<file path="src/rtl/branch_resolution_unit.sv">
// -----------------------------------------------------------------------------
// branch_resolution_unit
//
// Back end of the dynamic branch prediction path. Fetch pushes each predicted
// branch into an in-order queue. When EX resolves the oldest branch, the head
// entry is compared against the actual outcome. The unit then trains the
// predictor and, on a misprediction, flushes the front end and redirects it.
//
// Ports
//   clk, reset          clock; asynchronous active-low reset
//   pred_*              predicted branch issued by fetch (pc, dir, target, pc+1)
//   res_*               resolution of the oldest in-flight branch (dir, target)
//   full, empty         queue occupancy, derived from the registered count
//   upd_branch/taken/pc one-cycle training strobe and payload for the predictor
//   flush, redirect_pc  one-cycle mispredict flush and the corrected fetch PC
//   branch_count        resolved branches (saturating)
//   mispredict_count    mispredicted branches (saturating)
//   overflow_err        sticky: prediction offered while the queue was full
//   underflow_err       sticky: resolution offered while the queue was empty
// -----------------------------------------------------------------------------
module branch_resolution_unit #(
  parameter int PC_W  = 8,
  parameter int DEPTH = 4,
  parameter int CNT_W = 16
) (
  input  logic             clk,
  input  logic             reset,
  input  logic             pred_valid,
  input  logic [PC_W-1:0]  pred_pc,
  input  logic             pred_taken,
  input  logic [PC_W-1:0]  pred_target,
  input  logic [PC_W-1:0]  pred_fallthrough,
  input  logic             res_valid,
  input  logic             res_taken,
  input  logic [PC_W-1:0]  res_target,
  output logic             full,
  output logic             empty,
  output logic             upd_branch,
  output logic             upd_taken,
  output logic [PC_W-1:0]  upd_pc,
  output logic             flush,
  output logic [PC_W-1:0]  redirect_pc,
  output logic [CNT_W-1:0] branch_count,
  output logic [CNT_W-1:0] mispredict_count,
  output logic             overflow_err,
  output logic             underflow_err
);

  localparam int PTR_W = $clog2(DEPTH);

  localparam logic [PTR_W:0]   COUNT_FULL = (PTR_W + 1)'(DEPTH);
  localparam logic [PTR_W-1:0] PTR_ONE    = PTR_W'(1);
  localparam logic [PTR_W:0]   COUNT_ONE  = (PTR_W + 1)'(1);
  localparam logic [CNT_W-1:0] CNT_MAX    = '1;
  localparam logic [CNT_W-1:0] CNT_ONE    = CNT_W'(1);

  // Queue storage, one array per entry field.
  logic [PC_W-1:0]  q_pc          [DEPTH];
  logic             q_taken       [DEPTH];
  logic [PC_W-1:0]  q_target      [DEPTH];
  logic [PC_W-1:0]  q_fallthrough [DEPTH];

  logic [PTR_W-1:0] wr_ptr;
  logic [PTR_W-1:0] rd_ptr;
  logic [PTR_W:0]   count;

  // Head entry and decisions for this cycle.
  logic             do_res;
  logic             mispredict;
  logic             do_enq;
  logic             drop_pred;
  logic [PC_W-1:0]  head_pc;
  logic             head_taken;
  logic [PC_W-1:0]  head_target;
  logic [PC_W-1:0]  head_fallthrough;

  assign full  = (count == COUNT_FULL);
  assign empty = (count == '0);

  assign head_pc          = q_pc[rd_ptr];
  assign head_taken       = q_taken[rd_ptr];
  assign head_target      = q_target[rd_ptr];
  assign head_fallthrough = q_fallthrough[rd_ptr];

  // NOTE: every signal assigned in always_comb gets a default at the top so no
  // path through the block leaves it unassigned, which would infer a latch.
  always_comb begin
    do_res     = 1'b0;
    mispredict = 1'b0;
    do_enq     = 1'b0;
    drop_pred  = 1'b0;

    do_res = res_valid && !empty;
    if (do_res) begin
      mispredict = (res_taken != head_taken) ||
                   (res_taken && head_taken && (res_target != head_target));
    end

    // A mispredict kills everything younger, including a branch fetched in the
    // same cycle: that one is wrong-path too, so it is dropped silently.
    drop_pred = do_res && mispredict;
    do_enq    = pred_valid && !full && !drop_pred;
  end

  // NOTE: the queue payload has no reset. Validity is carried entirely by
  // count and the pointers, so clearing them discards every entry; resetting
  // the storage would only add reset fan-out.
  always_ff @(posedge clk) begin
    if (do_enq) begin
      q_pc[wr_ptr]          <= pred_pc;
      q_taken[wr_ptr]       <= pred_taken;
      q_target[wr_ptr]      <= pred_target;
      q_fallthrough[wr_ptr] <= pred_fallthrough;
    end
  end

  // NOTE: all sequential state uses non-blocking assignments so every register
  // samples pre-edge values regardless of statement order.
  always_ff @(posedge clk or negedge reset) begin
    if (!reset) begin
      wr_ptr <= '0;
      rd_ptr <= '0;
      count  <= '0;
    end else if (drop_pred) begin
      wr_ptr <= '0;
      rd_ptr <= '0;
      count  <= '0;
    end else begin
      if (do_enq) wr_ptr <= wr_ptr + PTR_ONE;
      if (do_res) rd_ptr <= rd_ptr + PTR_ONE;
      if (do_enq && !do_res)      count <= count + COUNT_ONE;
      else if (do_res && !do_enq) count <= count - COUNT_ONE;
    end
  end

  // Training strobe and flush/redirect, all produced on the resolving edge.
  always_ff @(posedge clk or negedge reset) begin
    if (!reset) begin
      upd_branch  <= 1'b0;
      upd_taken   <= 1'b0;
      upd_pc      <= '0;
      flush       <= 1'b0;
      redirect_pc <= '0;
    end else begin
      upd_branch <= do_res;
      flush      <= do_res && mispredict;
      if (do_res) begin
        upd_taken <= res_taken;
        upd_pc    <= head_pc;
      end
      // redirect_pc holds between flushes.
      if (do_res && mispredict) begin
        redirect_pc <= res_taken ? res_target : head_fallthrough;
      end
    end
  end

  // Statistics and sticky error flags.
  always_ff @(posedge clk or negedge reset) begin
    if (!reset) begin
      branch_count     <= '0;
      mispredict_count <= '0;
      overflow_err     <= 1'b0;
      underflow_err    <= 1'b0;
    end else begin
      if (do_res && (branch_count != CNT_MAX)) begin
        branch_count <= branch_count + CNT_ONE;
      end
      if (do_res && mispredict && (mispredict_count != CNT_MAX)) begin
        mispredict_count <= mispredict_count + CNT_ONE;
      end
      if (pred_valid && full && !drop_pred) overflow_err  <= 1'b1;
      if (res_valid && empty)               underflow_err <= 1'b1;
    end
  end

endmodule
</file>
<file path="config.mk">
export PLATFORM = sky130hd
export DESIGN_NAME = branch_resolution_unit
export DESIGN_NICKNAME = d
export VERILOG_FILES = /design/src/rtl/branch_resolution_unit.sv
export SDC_FILE = /design/constraint.sdc
export NUM_CORES = 1
export LEC_CHECK = 0
export ABC_AREA = 0
export CAP_MARGIN = 40
export CORE_MARGIN = 2
export CORE_UTILIZATION = 49
export DETAILED_ROUTE_END_ITERATION = 8
export PLACE_DENSITY = 0.82
export SKIP_LAST_GASP = 1
export SYNTH_ARGS = -nofsm -noshare
export SYNTH_HDL_FRONTEND = slang
export SYNTH_SLANG_ARGS = --single-unit
</file>
<file path="constraint.sdc">
create_clock -name clk -period 3.7 [get_ports clk]
set_input_delay 0.74 -clock clk [delete_from_list [all_inputs] [get_ports clk]]
set_output_delay 0.74 -clock clk [all_outputs]
set_load 0.1 [all_outputs]
</file>
== Yosys cells after proc, flatten, opt, wreduce, memory -nomap -nowiden ==
Memories as Yosys holds them, arrays and structs flattened. A register that Yosys moved wholly into a read port is not among the register bits.
Index checks and enable logic that the tools add are counted.

* Flip-flop bits (word level): 52
* Bits in writable memories: 100
* Bits of input ports: 38
* Logic and storage cells: 61
* Memories kept: 4

* $add $sub $neg: 6
* Equality and inequality tests: 5
* Muxes and demuxes: 11
* Reduce and logical (&&, ||, !) cells: 24

{| class="wikitable"
|+ Memories
! name !! words !! width !! read ports !! clocked after memory_dff !! wr ports !! RTL line !! source
|-
| q_fallthrough || 4 || 8 || 1 || 0 || 1 || 61 || <nowiki>logic [PC_W-1:0] q_fallthrough [DEPTH];</nowiki>
|-
| q_pc || 4 || 8 || 1 || 1 || 1 || 58 || <nowiki>logic [PC_W-1:0] q_pc [DEPTH];</nowiki>
|-
| q_target || 4 || 8 || 1 || 0 || 1 || 60 || <nowiki>logic [PC_W-1:0] q_target [DEPTH];</nowiki>
|-
| q_taken || 4 || 1 || 1 || 0 || 1 || 59 || <nowiki>logic q_taken [DEPTH];</nowiki>
|}

{| class="wikitable"
|+ Operators with widths
! kind !! count
|-
| 16-bit by 1-bit adder with 16-bit output (second input constant) || 2
|-
| 16-bit inequality test (second input constant) || 2
|-
| 1-bit logical AND || 13
|-
| 3-bit 2-to-1 mux || 3
|-
| 2-bit 2-to-1 mux || 4
|-
| 8-bit 2-to-1 mux || 1
|-
| 8-bit inequality test || 1
|-
| 1-bit logical NOT || 6
|-
| 2-bit by 1-bit adder with 2-bit output (second input constant) || 2
|-
| 2-bit nonzero test || 2
|-
| 3-bit by 1-bit adder with 3-bit output (second input constant) || 1
|-
| 3-bit equality test (second input constant) || 1
|-
| 3-bit logical NOT || 1
|-
| 1-bit 2-to-1 mux || 3
|-
| 3-bit nonzero test || 1
|-
| 3-bit by 1-bit subtractor with 3-bit output (second input constant) || 1
|-
| 1-bit logical OR || 1
|-
| 1-bit inequality test || 1
|}

== Longest topological paths before layout ==
An unclocked memory read counts as a cell.

* Depth in word-level cells: 13
* Depth in mapped cells: 10

== Least setup slack after synthesis ==
OpenSTA, ideal clock, no wires.

* Path type: reg-to-reg
* From: register count[1]
* To: memory q_fallthrough[0][0], enable pin
* Setup time: 0.407 ns
* Arrival time: 4.248 ns
* Required time: 3.293 ns
* Slack: -0.955 ns
* Cell stages (with the launch flop): 6
* Clock period less this slack: 4.655 ns
* Path through: dfrtp_1 -> nor3_1 -> nand2b_1 -> a21oi_4 -> buf_6 -> nor2_1

* Longest elaborated chain between the ends: 9
* Elaborated cells between the ends (all ways): 12

{| class="wikitable"
|+ RTL lines
! item !! RTL line !! source
|-
| start: declaration || 65 || <nowiki>logic [PTR_W:0] count;</nowiki>
|-
| start signal: assignment || 131 || <nowiki>if (do_enq && !do_res) count <= count + COUNT_ONE;</nowiki>
|-
| start signal: assignment || 132 || <nowiki>else if (do_res && !do_enq) count <= count - COUNT_ONE;</nowiki>
|-
| 3-bit logical NOT * || 78 || <nowiki>assign empty = (count == '0);</nowiki>
|-
| net empty || 37 || <nowiki>output logic empty,</nowiki>
|-
| 1-bit logical NOT * || 93 || <nowiki>do_res = res_valid && !empty;</nowiki>
|-
| 1-bit logical AND * || 93 ||
|-
| 1-bit 2-to-1 mux || 94 || <nowiki>if (do_res) begin</nowiki>
|-
| 1-bit logical AND * || 101 || <nowiki>drop_pred = do_res && mispredict;</nowiki>
|-
| net drop_pred || 71 || <nowiki>logic drop_pred;</nowiki>
|-
| 1-bit logical NOT * || 102 || <nowiki>do_enq = pred_valid && !full && !drop_pred;</nowiki>
|-
| 1-bit logical AND * || 102 ||
|-
| 1-bit 2-to-1 mux * || 109 || <nowiki>if (do_enq) begin</nowiki>
|-
| 1-bit 2-to-1 mux (not written as such) * || 113 || <nowiki>q_fallthrough[wr_ptr] <= pred_fallthrough;</nowiki>
|-
| end: declaration || 61 ||
|}

Mark *: on every way through the listed nets, which the timed path passes. The rest lies on a longest branch.

== Worst setup path after layout ==
* From: register rd_ptr[0]
* To: memory q_fallthrough[2][7], enable pin

* Longest elaborated chain between the ends: 10
* Elaborated cells between the ends (all ways): 13

{| class="wikitable"
|+ RTL lines
! item !! RTL line !! source
|-
| start: declaration || 64 || <nowiki>logic [PTR_W-1:0] rd_ptr;</nowiki>
|-
| start signal: assignment || 130 || <nowiki>if (do_res) rd_ptr <= rd_ptr + PTR_ONE;</nowiki>
|-
| memory 4 x 8 bit / memory 4 x 1 bit (equally long branches) || -- ||
|-
| 8-bit inequality test / 1-bit logical AND (equally long branches) || 96 || <nowiki>(res_taken && head_taken && (res_target != head_target));</nowiki>
|-
| 1-bit logical AND || 96 ||
|-
| 1-bit logical OR * || 95 || <nowiki>mispredict = (res_taken != head_taken) ||</nowiki>
|-
| 1-bit 2-to-1 mux * || 94 ||
|-
| 1-bit logical AND * || 101 ||
|-
| 1-bit logical NOT * || 102 ||
|-
| 1-bit logical AND * || 102 ||
|-
| 1-bit 2-to-1 mux * || 109 ||
|-
| 1-bit 2-to-1 mux (not written as such) * || 113 ||
|}

Every way passes the cells marked *; elsewhere a longest branch is shown, timed or not.

==> impl_metrics.ini <==
[routing]
drtIter0Drc = 457
viasPerCell = 5.36
ant_nets = 0
wire_per_inst_um = 18.5
vias = 4138
first_pass_iters = 5
drc_errors = 0
drt_wl_total_mm = 14.3

[die]
start_util = 0.499
die_h_um = 120
die_width_um = 120
dieArea_um2 = 14400
rows = 42
core_region_area_um2 = 13200
ios = 93

[global_route]
overflow = 0
antenna_found_initial = 0
grt_max_degree = 28
grt_usage = 0.216
grt_pass1_wl_mm = 23.0
grt_pass1_vias = 4399

[timing]
slew_headroom = 0.553
setup_viol_count_final = 0
rsz0062_at_grt = no
worst_slew_pin_slew_ps = 664
clock.fmax_mhz = 320
clock_skew_ps = 7.96
min_period_over_period = 0.846
period_minus_slack_ps = 3130
final_max_slew_viol_count = 0
finalHoldViolCount = 0

[clock_network]
hold_buffers = 0
clkTransAtPathRegs_ps = 60
cts-resized-gates = 0
clk_root_buffer_cell = clkbuf_16
clockBufferDepth = 2
cts_inserted_buffers = 17
clock-sinks = 160
worstSkewPairLatency_ps = 420
cts_post_setup_buffers_inserted = 0
htree_levels = 4
tritoncts = done

[layout]
drive_gt1_frac = 0.257
nFillCells = 835
ff_latch_area_um2 = 4510
fin_nets = 629
diodes = 0
multiInputGateArea_um2 = 1990
final_cell_area_um2 = 9200
area_growth_pct = 39.7

[setup_path]
max_stage_delay_ps = 660
criticalPathCategory = reg -> reg
reg2reg_depth = 7
rr_startpoint = rd_ptr[0]$_DFFE_PN0P_
required_ps = 3800
end_kind = register
crit_path_top_delay_cell = dfrtp_2
crit_chain = mux4_2, xnor2_1, nand4_1, o21ai_4, a21oi_4, nor2_2, buf_4
start_kind = register
critical_path.max_fanout = 17
arrival_ps = 3230
crit_path_start = rd_ptr[0]$_DFFE_PN0P_

[logic_synthesis]
ys_seq_area_frac = 0.685
avgSynthCellArea_um2 = 15.9
ys_types = 44
synth-edff-count = 100
synth_flop_cell = edfxtp_1
ys_warn_count = 0
synth_cells = 415
syn_area_um2 = 6580
synth_seq_cells = 160
syn-num-nets = 461
async_flop_share = 0.375

[power_and_ir_drop]
power.density_nw_per_um2 = 864
leakage_nw = 3.54
ir_worst_vdd_mv = 0.590
power_mw = 7.94

[outcome]
status = complete, no violations

[placement]
dpl.hpwl_mm = 10.3
port_buffers = 92
gp_congestion = 0.887
place_area_um2 = 8620

[flow_run]
drv_cap = 0

[min_path]
hp-class = in -> async
-- report_power, final --
part           switching (mW)  internal (mW)
registers               0.286           2.30
logic                    2.24           1.43
clock network           0.689          0.999
total                    3.21           4.73
-- per-stage QoR --
| stage | setup TNS, ps | worst slack, ps | std cells | hold slack, ps | utilization |
|---|---|---|---|---|---|
| after CTS | 0 | 606 | 772 | 335 | 0.697 |
| after global routing | 0 | 453 | 772 | 371 | 0.697 |
| after detailed placement | 0 | 671 | 740 | 456 | 0.654 |
| final | 0 | 570 | 772 | 334 | 0.697 |
| after global placement | 0 | 760 | 687 | 462 | 0.591 |
| after floorplan | -18020 | -180 | 415 | 444 | - |
-- placed cells by master, fill, tap and decap left out, types with 5 or more instances in the layout --
cell	count
xnor2_1	24
mux4_2	23
buf_4	19
clkbuf_16	17
o21ai_0	5
nand3_1	12
inv_1	10
nand2_1	52
mux2_2	15
buf_8	50
nand4_1	12
nor2_1	9
nor3_1	8
dfrtp_1	59
nor4_1	8
edfxtp_1	100
clkdlybuf4s50_1	89
xor2_1	15
ha_1	7
-- cell families (layout without fill, tap and decap cells) --
kind of cell | after synthesis | after routing | share of synthesized area
muxes | 43 | 43 | 0.119
adders and majority gates | 8 | 8 | 0.0164
xor gates and xnor gates | 39 | 39 | 0.0519
buffers and inverters | 23 | 204 | 0.0164
and+or+nand+nor | 123 | 123 | 0.0913
DFF | 160 | 160 | 0.685
AOI/OAI and AO/OA | 19 | 19 | 0.0209
-- final cells by class --
type | instances | area share
Inverter | 10 | 0.00408
Sequential cell | 160 | 0.490
Multi-Input combinational cell | 232 | 0.216
Tap cell | 176 | 0.0239
Clock inverter | 12 | 0.0147
Timing Repair Buffer | 162 | 0.204
Clock buffer | 20 | 0.0475
-- synthesized netlist by cell type, drive strengths merged, types with 2 or more instances --
library cell | number | share of area
mux2 | 18 | 0.032
and4 | 2 | 0.0027
nor3b | 2 | 0.0023
nand3 | 12 | 0.0091
nor2 | 13 | 0.0074
buf | 8 | 0.0078
ha | 7 | 0.013
o211ai | 2 | 0.0023
and2 | 2 | 0.0019
edfxtp | 100 | 0.46
clkbuf | 5 | 0.0029
o21ai | 7 | 0.0070
nor4 | 8 | 0.0076
nand4 | 13 | 0.013
a31oi | 2 | 0.0019
mux4 | 25 | 0.087
inv | 10 | 0.0057
a21oi | 3 | 0.0040
nand2 | 52 | 0.030
nand2b | 3 | 0.0029
dfrtp | 60 | 0.23
nor3 | 10 | 0.0084
and3 | 3 | 0.0029
xnor2 | 24 | 0.032
xor2 | 15 | 0.020
-- per-layer routing --
layer / global-route usage / wire, um / part of all wire / vias up
met5: 0 / 0 / 0 / -
met4: 0.0691 / 175 / 0.012 / 0
met3: 0.0556 / 766 / 0.054 / 20
met2: 0.383 / 7700 / 0.54 / 151
met1: 0.258 / 5670 / 0.40 / 2079
li1: - / - / - / 1888
-- final timing paths --
path                                            endpoint  slack, ps
max                        q_fallthrough[2][7]$_DFFE_PP_        570
min                         branch_count[12]$_DFFE_PN0P_        330
max reg2reg                q_fallthrough[2][7]$_DFFE_PP_        570
min reg2reg                    underflow_err$_DFFE_PN0P_        470
max in group asynchronous    branch_count[3]$_DFFE_PN0P_       2650
min in group clk               underflow_err$_DFFE_PN0P_        470
-- worst max-delay path, delay by kind of cell, from the launching register on --
family	cells	cell delay [ps]
AOI/OAI and AO/OA	2	560
xor gates and xnor gates	1	180
buffers and inverters	1	300
DFF	1	660
muxes	1	600
and+or+nand+nor	2	490
-- state kept, by name, summed over array words and instances (netlist names) --
signal and cells:
wr_ptr 2, q_target 32, flush 1, rd_ptr 2
upd_branch 1, redirect_pc 8, branch_count 16, count 3
q_pc 32, upd_pc 8, mispredict_count 16, q_taken 4
overflow_err 1, upd_taken 1, q_fallthrough 32, underflow_err 1
Power figures use the tool's default switching activity.
